$ cat src/rtl/clk_div_tick_gen_pkg.sv
// Shared state encoding and ratio helper for the clock-enable divider.
// Optional build macro: CLK_DIV_TICK_COUNT_EN (adds the tick_count port).
package clk_div_tick_gen_pkg;

  localparam logic [1:0] ST_STOPPED = 2'd0;
  localparam logic [1:0] ST_RUNNING = 2'd1;
  localparam logic [1:0] ST_PENDING = 2'd2;

  // A ratio of zero is meaningless; run it as divide-by-one.
  function automatic logic [31:0] sane_ratio(input logic [31:0] v);
    return (v == 32'd0) ? 32'd1 : v;
  endfunction

endpackage

$ cat src/rtl/clk_div_ratio_reg.sv
// Ratio handshake: active ratio, shadow ratio and registered div_ready.
// Commit strobe moves the shadow into the active ratio at a period end.
module clk_div_ratio_reg
  import clk_div_tick_gen_pkg::*;
#(
  parameter int CNT_BITS    = 16,
  parameter int DEFAULT_DIV = 4
) (
  input  logic                clk,
  input  logic                reset_n,
  input  logic [CNT_BITS-1:0] div_value,
  input  logic                div_valid,
  input  logic                direct_i,
  input  logic                commit_i,
  input  logic                pending_i,
  output logic                div_ready,
  output logic                accept_o,
  output logic [CNT_BITS-1:0] ratio_o,
  output logic [CNT_BITS-1:0] ratio_d_o
);

  logic [CNT_BITS-1:0] ratio_q, ratio_d;
  logic [CNT_BITS-1:0] shadow_q, shadow_d;
  logic [CNT_BITS-1:0] req;
  logic                ready_q, ready_d;

  assign req      = CNT_BITS'(sane_ratio(32'(div_value)));
  assign accept_o = div_valid && ready_q;
  assign ready_d  = !pending_i;

  always_comb begin
    ratio_d  = ratio_q;
    shadow_d = shadow_q;
    if (commit_i) begin
      ratio_d = shadow_q;
    end
    if (accept_o) begin
      if (direct_i) begin
        ratio_d = req;
      end else begin
        shadow_d = req;
      end
    end
  end

  always_ff @(posedge clk or negedge reset_n) begin
    if (!reset_n) begin
      ratio_q  <= CNT_BITS'(DEFAULT_DIV);
      shadow_q <= '0;
      ready_q  <= 1'b1;
    end else begin
      ratio_q  <= ratio_d;
      shadow_q <= shadow_d;
      ready_q  <= ready_d;
    end
  end

  assign div_ready = ready_q;
  assign ratio_o   = ratio_q;
  assign ratio_d_o = ratio_d;

endmodule

$ cat src/rtl/clk_div_tick_gen.sv
// Programmable clock-enable generator: 1-cycle tick every N clocks plus square wave.
// Optional build macro: CLK_DIV_TICK_COUNT_EN (adds the tick_count port).
module clk_div_tick_gen
  import clk_div_tick_gen_pkg::*;
#(
  parameter int CNT_BITS    = 16,
  parameter int DEFAULT_DIV = 4
) (
  input  logic                clk,
  input  logic                reset_n,
  input  logic                enable,
  input  logic [CNT_BITS-1:0] div_value,
  input  logic                div_valid,
  output logic                div_ready,
  output logic                tick,
  output logic                clk_div_out,
  output logic                active
`ifdef CLK_DIV_TICK_COUNT_EN
  ,
  output logic [CNT_BITS-1:0] tick_count
`endif
);

  logic [1:0]          state_q, state_d;
  logic [CNT_BITS-1:0] cnt_q, cnt_d;
  logic                tick_q, tick_d;
  logic                div_q, div_d;
  logic [CNT_BITS-1:0] ratio, ratio_nx, nm1;
  logic [CNT_BITS:0]   half;
  logic                accept, commit, direct, wrap;

  clk_div_ratio_reg #(
    .CNT_BITS    (CNT_BITS),
    .DEFAULT_DIV (DEFAULT_DIV)
  ) u_ratio (
    .clk       (clk),
    .reset_n   (reset_n),
    .div_value (div_value),
    .div_valid (div_valid),
    .direct_i  (direct),
    .commit_i  (commit),
    .pending_i (state_d == ST_PENDING),
    .div_ready (div_ready),
    .accept_o  (accept),
    .ratio_o   (ratio),
    .ratio_d_o (ratio_nx)
  );

  assign nm1  = ratio - CNT_BITS'(1);
  assign wrap = (cnt_q == nm1);

  always_comb begin
    state_d = state_q;
    cnt_d   = cnt_q;
    commit  = 1'b0;
    direct  = 1'b1;
    unique case (1'b1)
      state_q == ST_STOPPED: begin
        cnt_d = '0;
        if (enable) state_d = ST_RUNNING;
      end
      state_q == ST_RUNNING: begin
        if (!enable) begin
          state_d = ST_STOPPED;
          cnt_d   = '0;
        end else begin
          direct = 1'b0;
          cnt_d  = wrap ? '0 : cnt_q + CNT_BITS'(1);
          if (accept) state_d = ST_PENDING;
        end
      end
      state_q == ST_PENDING: begin
        direct = 1'b0;
        if (!enable) begin
          state_d = ST_STOPPED;
          cnt_d   = '0;
          commit  = 1'b1;
        end else if (wrap) begin
          state_d = ST_RUNNING;
          cnt_d   = '0;
          commit  = 1'b1;
        end else begin
          cnt_d = cnt_q + CNT_BITS'(1);
        end
      end
      default: begin
        state_d = ST_STOPPED;
        cnt_d   = '0;
      end
    endcase
  end

  // Square-wave phase follows the ratio that governs the next count value.
  assign half   = ({1'b0, ratio_nx} + (CNT_BITS+1)'(1)) >> 1;
  assign tick_d = (state_q != ST_STOPPED) && enable && wrap;
  assign div_d  = (state_d != ST_STOPPED) && ({1'b0, cnt_d} < half);

  always_ff @(posedge clk or negedge reset_n) begin
    if (!reset_n) begin
      state_q <= ST_STOPPED;
      cnt_q   <= '0;
      tick_q  <= 1'b0;
      div_q   <= 1'b0;
    end else begin
      state_q <= state_d;
      cnt_q   <= cnt_d;
      tick_q  <= tick_d;
      div_q   <= div_d;
    end
  end

  assign tick        = tick_q;
  assign clk_div_out = div_q;
  assign active      = (state_q != ST_STOPPED);

`ifdef CLK_DIV_TICK_COUNT_EN
  logic [CNT_BITS-1:0] tcnt_q, tcnt_d;

  always_comb begin
    tcnt_d = tcnt_q;
    if (state_d == ST_STOPPED) begin
      tcnt_d = '0;
    end else if (tick_d) begin
      tcnt_d = tcnt_q + CNT_BITS'(1);
    end
  end

  always_ff @(posedge clk or negedge reset_n) begin
    if (!reset_n) begin
      tcnt_q <= '0;
    end else begin
      tcnt_q <= tcnt_d;
    end
  end

  assign tick_count = tcnt_q;
`endif

endmodule

$ cat config.mk
export PLATFORM = sky130hd
export DESIGN_NAME = clk_div_tick_gen
export DESIGN_NICKNAME = d
export VERILOG_FILES = /design/src/rtl/clk_div_tick_gen_pkg.sv /design/src/rtl/clk_div_ratio_reg.sv /design/src/rtl/clk_div_tick_gen.sv
export SDC_FILE = /design/constraint.sdc
export NUM_CORES = 1
export LEC_CHECK = 0
export BUFFER_PORTS_ARGS = -buffer_cell sky130_fd_sc_hd__buf_2
export CORE_MARGIN = 2
export CORE_UTILIZATION = 65
export DETAILED_ROUTE_END_ITERATION = 12
export GPL_TIMING_DRIVEN = 0
export PLACE_DENSITY = 0.83
export SYNTH_ARGS = -nofsm -noshare
export SYNTH_HDL_FRONTEND = slang
export SYNTH_SLANG_ARGS = --single-unit
$ cat constraint.sdc
create_clock -name clk -period 14.7 [get_ports clk]
set_input_delay 2.205 -clock clk [delete_from_list [all_inputs] [get_ports clk]]
set_output_delay 2.205 -clock clk [all_outputs]
set_load 0.01 [all_outputs]
==> results.cfg, run 1 <==
[outcome]
status = completed

[global_route]
grt_pass1_vias = 3066
antenna_found_initial = 0
track_usage_pct = 28.9
grt.overflow.total = 0
globalRouteMet3Util_pct = 3.37
grtUsageMet2_pct = 49.9
grt_use_met1_pct = 39.7
grt_pass1_wl_um = 14500
grt_max_degree = 54
top_usage_layer = met2

[layout]
drive_above_1_share_pct = 18.8
synthToLayoutAreaGrowth_pct = 7.55
antenna_cells = 0
fillerInstances = 414
nets = 461

[clocking]
h-tree-depth = 2
cts_root_buf = clkbuf_8
cts_resized = 0
clk_pin_slew_ps = 90
hold_buffers = 0
cts_tree = yes
clock_latency_ps = 300
cts_setup_buffers = 0
cts_buffer_depth = 2
numCtsBuffers = 5
clock_sinks = 53

[synthesis]
synthDistinctLibCells = 56
yosys.area_share.simple_pct = 23.6
synth_ff_type = dfrtp_1
synth_edf_count = 0
async_flop_share_pct = 100
synth_cells = 390
syn_avg_cell_area_um2 = 9.73
syn_area_um2 = 3790
synth_xor_area_share_pct = 9.93
synth-compound-area-share_pct = 12.0
synth_warnings = 0
synth_fa_ha_area_share_pct = 7.26
synth_seq_cells = 53
synth_fp_nets = 432
synth_top_family_by_area = simple AND/OR/NAND/NOR gates
synth-seq-area-share_pct = 35.0
muxShareOfSynthArea_pct = 9.20

[route]
postRouteAntennaNets = 0
drt_first_pass_iters = 4
drt-total-wl_um = 8500
vias = 3011
drc = 0
drt_iter0_markers = 126
wire_per_inst_um = 17.3
vias_per_cell = 6.12

[power]
ir_worst_vdd_mv = 0.131
leakagePower_nw = 1.69
power_density_nw_per_um2 = 176

[die]
die_x_um = 80.4
rows = 27
core_area_um2 = 5570
io_pins = 24
chipHeight_um = 80.4
start_util_pct = 68.1
fp.dieArea_um2 = 6460

[place]
portBuffers = 22
hpwl_um = 6560
place.gp.congestion = 0.878

[sta]
fmax_mhz = 163
hold_slack_ps = 521
rsz0062_at_grt = false
finClkSkew_ps = 6.91
maxSlewViolCount = 0
period_minus_slack_ps = 6150
report.final.hold_viol_count = 0
tightest_slew_ps = 1170
slew_headroom_pct = 22.1
setup_viol = 0
fin_crit_sh_pct = 41.8
fin_tns_setup_ps = 0

[worst_setup_path]
crit_arrival_ps = 6390
cp-end-kind = flip-flop
cp.required_ps = 14950
worst_setup_path_start_kind = input pin
crit_fanout = 10
worstSetupPathType = input pin to flip-flop

[job]
cap_violations = 0

[hold_path]
hold_class = flip-flop to flip-flop
[cell usage in the layout (no fill, tap or decap), types with 8 or more instances in the layout]
cell type / synthesis / final
nor2_1: 53 / 53
dfrtp_1: 51 / 51
xnor2_1: 28 / 28
ha_1: 22 / 22
buf_2: 0 / 22
mux2i_1: 18 / 18
nand3_1: 18 / 18
xor2_1: 15 / 15
mux2_2: 15 / 15
inv_1: 12 / 12
a21oi_1: 12 / 12
a21oi_2: 12 / 12
nand2_1: 11 / 11
clkbuf_1: 9 / 9
nand4_1: 8 / 8
nand2b_1: 8 / 8
nor3_1: 8 / 8
o21ai_0: 8 / 8
and3_1: 8 / 8
[state kept, by name, summed over array words and instances, names as in the netlist]
register and flops:
clk_div_out 1, cnt_q 16, state_q 2, tick 1
u_ratio.div_ready 1, u_ratio.ratio_o 16, u_ratio.shadow_q 16
[through the flow]
step | setup WS, ps | utilization (%) | instances | area (um2) | total power, mW
2_1_floorplan | 9170 | - | 390 | 3790 | 0.538
3_3_place_gp | 8430 | 71.6 | 484 | 3990 | 0.614
3_5_place_dp | 8290 | 71.6 | 484 | 3990 | 0.633
4_1_cts | 8600 | 73.2 | 492 | 4080 | 0.717
5_1_grt | 7960 | 73.2 | 492 | 4080 | 0.772
6_report | 8550 | 73.2 | 492 | 4080 | 0.719
[synth_stat cells (2+ instances only)]
cell / count / area (um2)
nor2b_1: 6 / 37.5
buf_6: 2 / 22.5
and3_1: 8 / 50.1
nand2_1: 11 / 41.3
a21o_1: 5 / 37.5
nor3_1: 8 / 40.0
nor4_1: 7 / 43.8
dfrtp_1: 51 / 1280
nand4b_1: 3 / 26.3
a211oi_1: 2 / 15.0
nand4_1: 8 / 50.1
a21oi_1: 12 / 60.1
o21ai_0: 8 / 40.0
nor2_1: 53 / 199
dfstp_2: 2 / 52.6
nand3_2: 2 / 20.0
or3_1: 2 / 12.5
nor3b_1: 2 / 15.0
nor4_4: 2 / 42.5
nand3_1: 18 / 90.1
inv_1: 12 / 45.0
a21oi_2: 12 / 105
a31oi_1: 2 / 12.5
a31o_2: 2 / 17.5
xnor2_1: 28 / 245
o211ai_1: 2 / 15.0
a311oi_1: 2 / 17.5
nand3b_1: 2 / 15.0
mux2i_1: 18 / 180
ha_1: 22 / 275
nor4_2: 4 / 50.1
nand4_2: 2 / 25.0
xor2_1: 15 / 131
or4_1: 3 / 22.5
clkbuf_1: 9 / 33.8
mux2_2: 15 / 169
nand2b_1: 8 / 50.1
and3b_1: 2 / 17.5
[layer usage]
metal,routed length (um),part of all wire (%)
met1,3920,46
met4,100,1.2
met5,0,0
met2,4110,48
met3,378,4.4
[critical path, stage by stage]
cell and delay [ps]:
clkbuf_1 240, mux2i_1 170, nand3_1 280, clkbuf_1 430, nor2_1 160, nor2_1 170, ha_1 230, nand4_2 210
nor3_1 250, xnor2_1 150, ha_1 270, a21oi_1 170, nor2b_1 70, o21ai_0 140, nand2b_1 80, a21oi_1 150
nor2b_1 60, o21ai_0 150, nand2b_1 90, a221oi_1 460, o221a_2 270
[cells by family (layout without fill, tap and decap cells)]
group | count (synthesis) | in the layout
xor+xnor | 43 | 43
compound gates | 59 | 59
mux | 33 | 33
buf+inv | 25 | 55
flops | 53 | 53
fa+ha+maj | 22 | 22
simple gates | 155 | 155
[layout make-up]
type	count	area [um2]	area share [%]
Clock buffer	5	68.8	1.69
Inverter	12	45.0	1.10
Clock inverter	3	17.5	0.429
Buffer	13	67.6	1.66
Tap cell	72	90.1	2.21
Timing Repair Buffer	22	110	2.70
Multi-Input combinational cell	312	2350	57.7
Sequential cell	53	1330	32.6
[worst paths after layout]
| kind | start | end | slack, ps | cells after the start |
|---|---|---|---|---|
| min in group asynchronous | reset_n | u_ratio.shadow_q[15] | 2130 | 1 |
| hold reg to reg | u_ratio.shadow_q[14] | u_ratio.shadow_q[14] | 520 | 1 |
| setup reg to reg | u_ratio.ratio_o[0] | clk_div_out | 8560 | 26 |
| hold / removal | u_ratio.shadow_q[14] | u_ratio.shadow_q[14] | 520 | 1 |
| setup / recovery | enable | clk_div_out | 8550 | 21 |
| max in group asynchronous | reset_n | cnt_q[0] | 11860 | 1 |
[power by group]
group | internal (mW) | leakage (nW) | switching (mW)
combinational | 0.158 | 0.998 | 0.225
sequential | 0.198 | 0.651 | 0.0568
clock | 0.0330 | 0.0439 | 0.0479
total | 0.389 | 1.69 | 0.330
Power figures use the tool's default switching activity.
==> run 2, diff against run 1 <==
--- a/config.mk
+++ b/config.mk
@@ -5,12 +5,13 @@
 export SDC_FILE = /design/constraint.sdc
 export NUM_CORES = 1
 export LEC_CHECK = 0
+export ABC_AREA = 1
 export BUFFER_PORTS_ARGS = -buffer_cell sky130_fd_sc_hd__buf_2
 export CORE_MARGIN = 2
-export CORE_UTILIZATION = 65
+export CORE_UTILIZATION = 56
 export DETAILED_ROUTE_END_ITERATION = 12
 export GPL_TIMING_DRIVEN = 0
-export PLACE_DENSITY = 0.83
+export PLACE_DENSITY = 0.75
 export SYNTH_ARGS = -nofsm -noshare
 export SYNTH_HDL_FRONTEND = slang
 export SYNTH_SLANG_ARGS = --single-unit
==> constraint.sdc (replaced) <==
create_clock -name clk -period 4.95 [get_ports clk]
set_input_delay 0.7425 -clock clk [delete_from_list [all_inputs] [get_ports clk]]
set_output_delay 0.7425 -clock clk [all_outputs]
set_load 0.01 [all_outputs]
==> results.cfg, run 2 <==
[outcome]
status = completed

[power]
combPwrFrac_pct = 59.0
p_clk_share_pct = 10.3
leakagePower_nw = 2.33
ir_worst_vdd_mv = 0.290
seqPwrFrac_pct = 30.7
p_int_mw = 1.15
swShare_pct = 51.5
power_density_nw_per_um2 = 520
p_switching_mw = 1.22

[layout]
nets = 661
fin_util_pct = 62.5
final_cell_area_um2 = 4560
fillerInstances = 712
drive_above_1_share_pct = 14.5
synthToLayoutAreaGrowth_pct = 7.71
antenna_cells = 0
final_common_cell = nand2_1
final_cell_mix = 169 x nand2_1, 67 x inv_1, 57 x nor2_1

[sta]
hold_slack_ps = 484
setup_viol = 0
slew_headroom_pct = 20.8
rsz0062_at_grt = false
period_minus_slack_ps = 4400
fin_tns_setup_ps = 0
finClkSkew_ps = 12.5
fin_ws_ps = 548
report.final.hold_viol_count = 0
tightest_slew_ps = 1190
fin_crit_sh_pct = 88.9
fmax_mhz = 227
maxSlewViolCount = 0

[route]
drt-total-wl_um = 9700
drt_first_pass_iters = 4
wire_per_inst_um = 13.5
vias_per_cell = 5.21
drt_iter0_markers = 208
postRouteAntennaNets = 0
drc = 0
vias = 3745

[synthesis]
synth_common_cells = 169 x nand2_1, 67 x inv_1, 57 x nor2_1
synth.area.top_cells = dfrtp_1 30%, nand2_1 15%, ha_1 6.5%
synth_warnings = 0
syn_avg_cell_area_um2 = 7.19
yosysMostFrequentCell = nand2_1
synth-seq-area-share_pct = 31.4
synth_edf_count = 0
synth_seq_cells = 53
synth_top_area_share_pct = 30.2
synth_cells = 589
synth_fp_nets = 631
async_flop_share_pct = 100
syn_area_um2 = 4230
synthDistinctLibCells = 41
synth_ff_type = dfrtp_1
synth_top_cell_by_area = dfrtp_1

[global_route]
grt_max_degree = 54
grt_pass1_wl_um = 17300
antenna_found_initial = 0
grt.overflow.total = 0
grt_pass1_vias = 3774
track_usage_pct = 25.7

[clocking]
numCtsBuffers = 5
cts_buffer_depth = 2
cts_root_buf = clkbuf_8
cts_setup_buffers = 0
h-tree-depth = 2
cts_tree = yes
clock_sinks = 53
clock_latency_ps = 320
hold_buffers = 0
clk_pin_slew_ps = 100
cts_resized = 0

[worst_setup_path]
rr_worst_depth = 27
crit_fanout = 10
r2r_slack_ps = 550
cp.required_ps = 5200
r2r_start = u_ratio.ratio_o[0]
crit_arrival_ps = 4650
cp-end-kind = flip-flop
worstSetupPathType = flip-flop to flip-flop
worst_setup_path_start_kind = flip-flop
r2r-end = clk_div_out

[place]
hpwl_um = 8090
place.gp.congestion = 0.898
portBuffers = 23
dp_slack_ps = 587
place_area_um2 = 4470

[die]
fp.dieArea_um2 = 8270
chipHeight_um = 90.9
rows = 31
start_util_pct = 58.0
io_pins = 24
die_x_um = 90.9
core_area_um2 = 7290

[hold_path]
hold_class = flip-flop to flip-flop
hold_start = u_ratio.shadow_q[1]
hold_depth = 2
min_to = u_ratio.shadow_q[1]

[job]
cap_violations = 0
==> run 2: cell types whose count changed in the layout (fill, tap and decap cells not counted), sizes merged, moves of 8 or more <==
cell,change
nand2,+182
mux2i,-18
mux2,-15
xnor2,-20
a21oi,-11
inv,+61
nor2,+19
nand3,+37
nand2b,-8
==> run 2: cell type report <==
type	count	area (um2)	area share, %
timing repair buffer	23	115	2.52
clock buffer	6	72.6	1.59
multi-input combinational	449	2560	56.2
buffer	11	57.6	1.26
inverter	76	285	6.26
clock inverter	2	15.0	0.329
sequential	53	1330	29.1
tap	99	124	2.72
==> run 2: critical path: stages, from the launching register on <==
cell	delay [ps]
dfrtp_1	450
inv_2	140
ha_1	260
nand2_2	120
nor2_4	160
xor2_1	190
nand3_1	140
nor3_4	210
nand2_4	120
nand2_8	120
buf_4	180
nand3_1	80
nand3_1	100
nand2_1	80
inv_2	90
ha_1	230
nand2_4	100
nor2_8	140
nand3_2	90
nand3_1	80
nand2_1	70
ha_1	300
a21oi_1	170
nor2_1	60
a211oi_1	210
o221a_2	230
o21ai_0	80
a21oi_1	130
==> run 2: how the worst max path moves through the flow <==
stage | slack, ps | cells after the start | startpoint | to
after floorplan | 1190 | 30 | u_ratio.ratio_o[0] | clk_div_out
after global placement | 670 | 27 | u_ratio.ratio_o[0] | clk_div_out
after detailed placement | 590 | 27 | u_ratio.ratio_o[0] | clk_div_out
after CTS | 550 | 27 | u_ratio.ratio_o[0] | clk_div_out
after global routing | 150 | 30 | u_ratio.ratio_o[0] | clk_div_out
final | 550 | 27 | u_ratio.ratio_o[0] | clk_div_out
==> run 2: power by group through the flow <==
stage	sequential [mW]	combinational [mW]	clock [mW]
final	0.729	1.40	0.244
after global routing	0.749	1.61	0.267
after CTS	0.726	1.40	0.247
after detailed placement	0.735	1.39	0
after global placement	0.729	1.35	0
after floorplan	0.694	1.10	0
==> run 2: logic make-up after synthesis <==
group | Yosys count | synth area share, %
simple gates | 356 | 41.9
flops | 53 | 31.4
compound gates | 42 | 6.12
buf+inv | 87 | 8.10
fa+ha+maj | 22 | 6.50
xor+xnor | 29 | 6.00
==> run 2: per-layer routing <==
metal / wire, um / vias up / track usage, %
met2: 4650 / 85 / 44.1
li1: - / 1934 / -
met1: 4340 / 1701 / 32.8
met5: 0 / - / 0
met4: 351 / 0 / 11.1
met3: 356 / 25 / 2.66
==> run 2: stage by stage <==
stage | power (mW) | cells
after detailed placement | 2.13 | 711
after global placement | 2.07 | 711
after global routing | 2.63 | 719
after floorplan | 1.79 | 589
after CTS | 2.37 | 719
final | 2.37 | 719
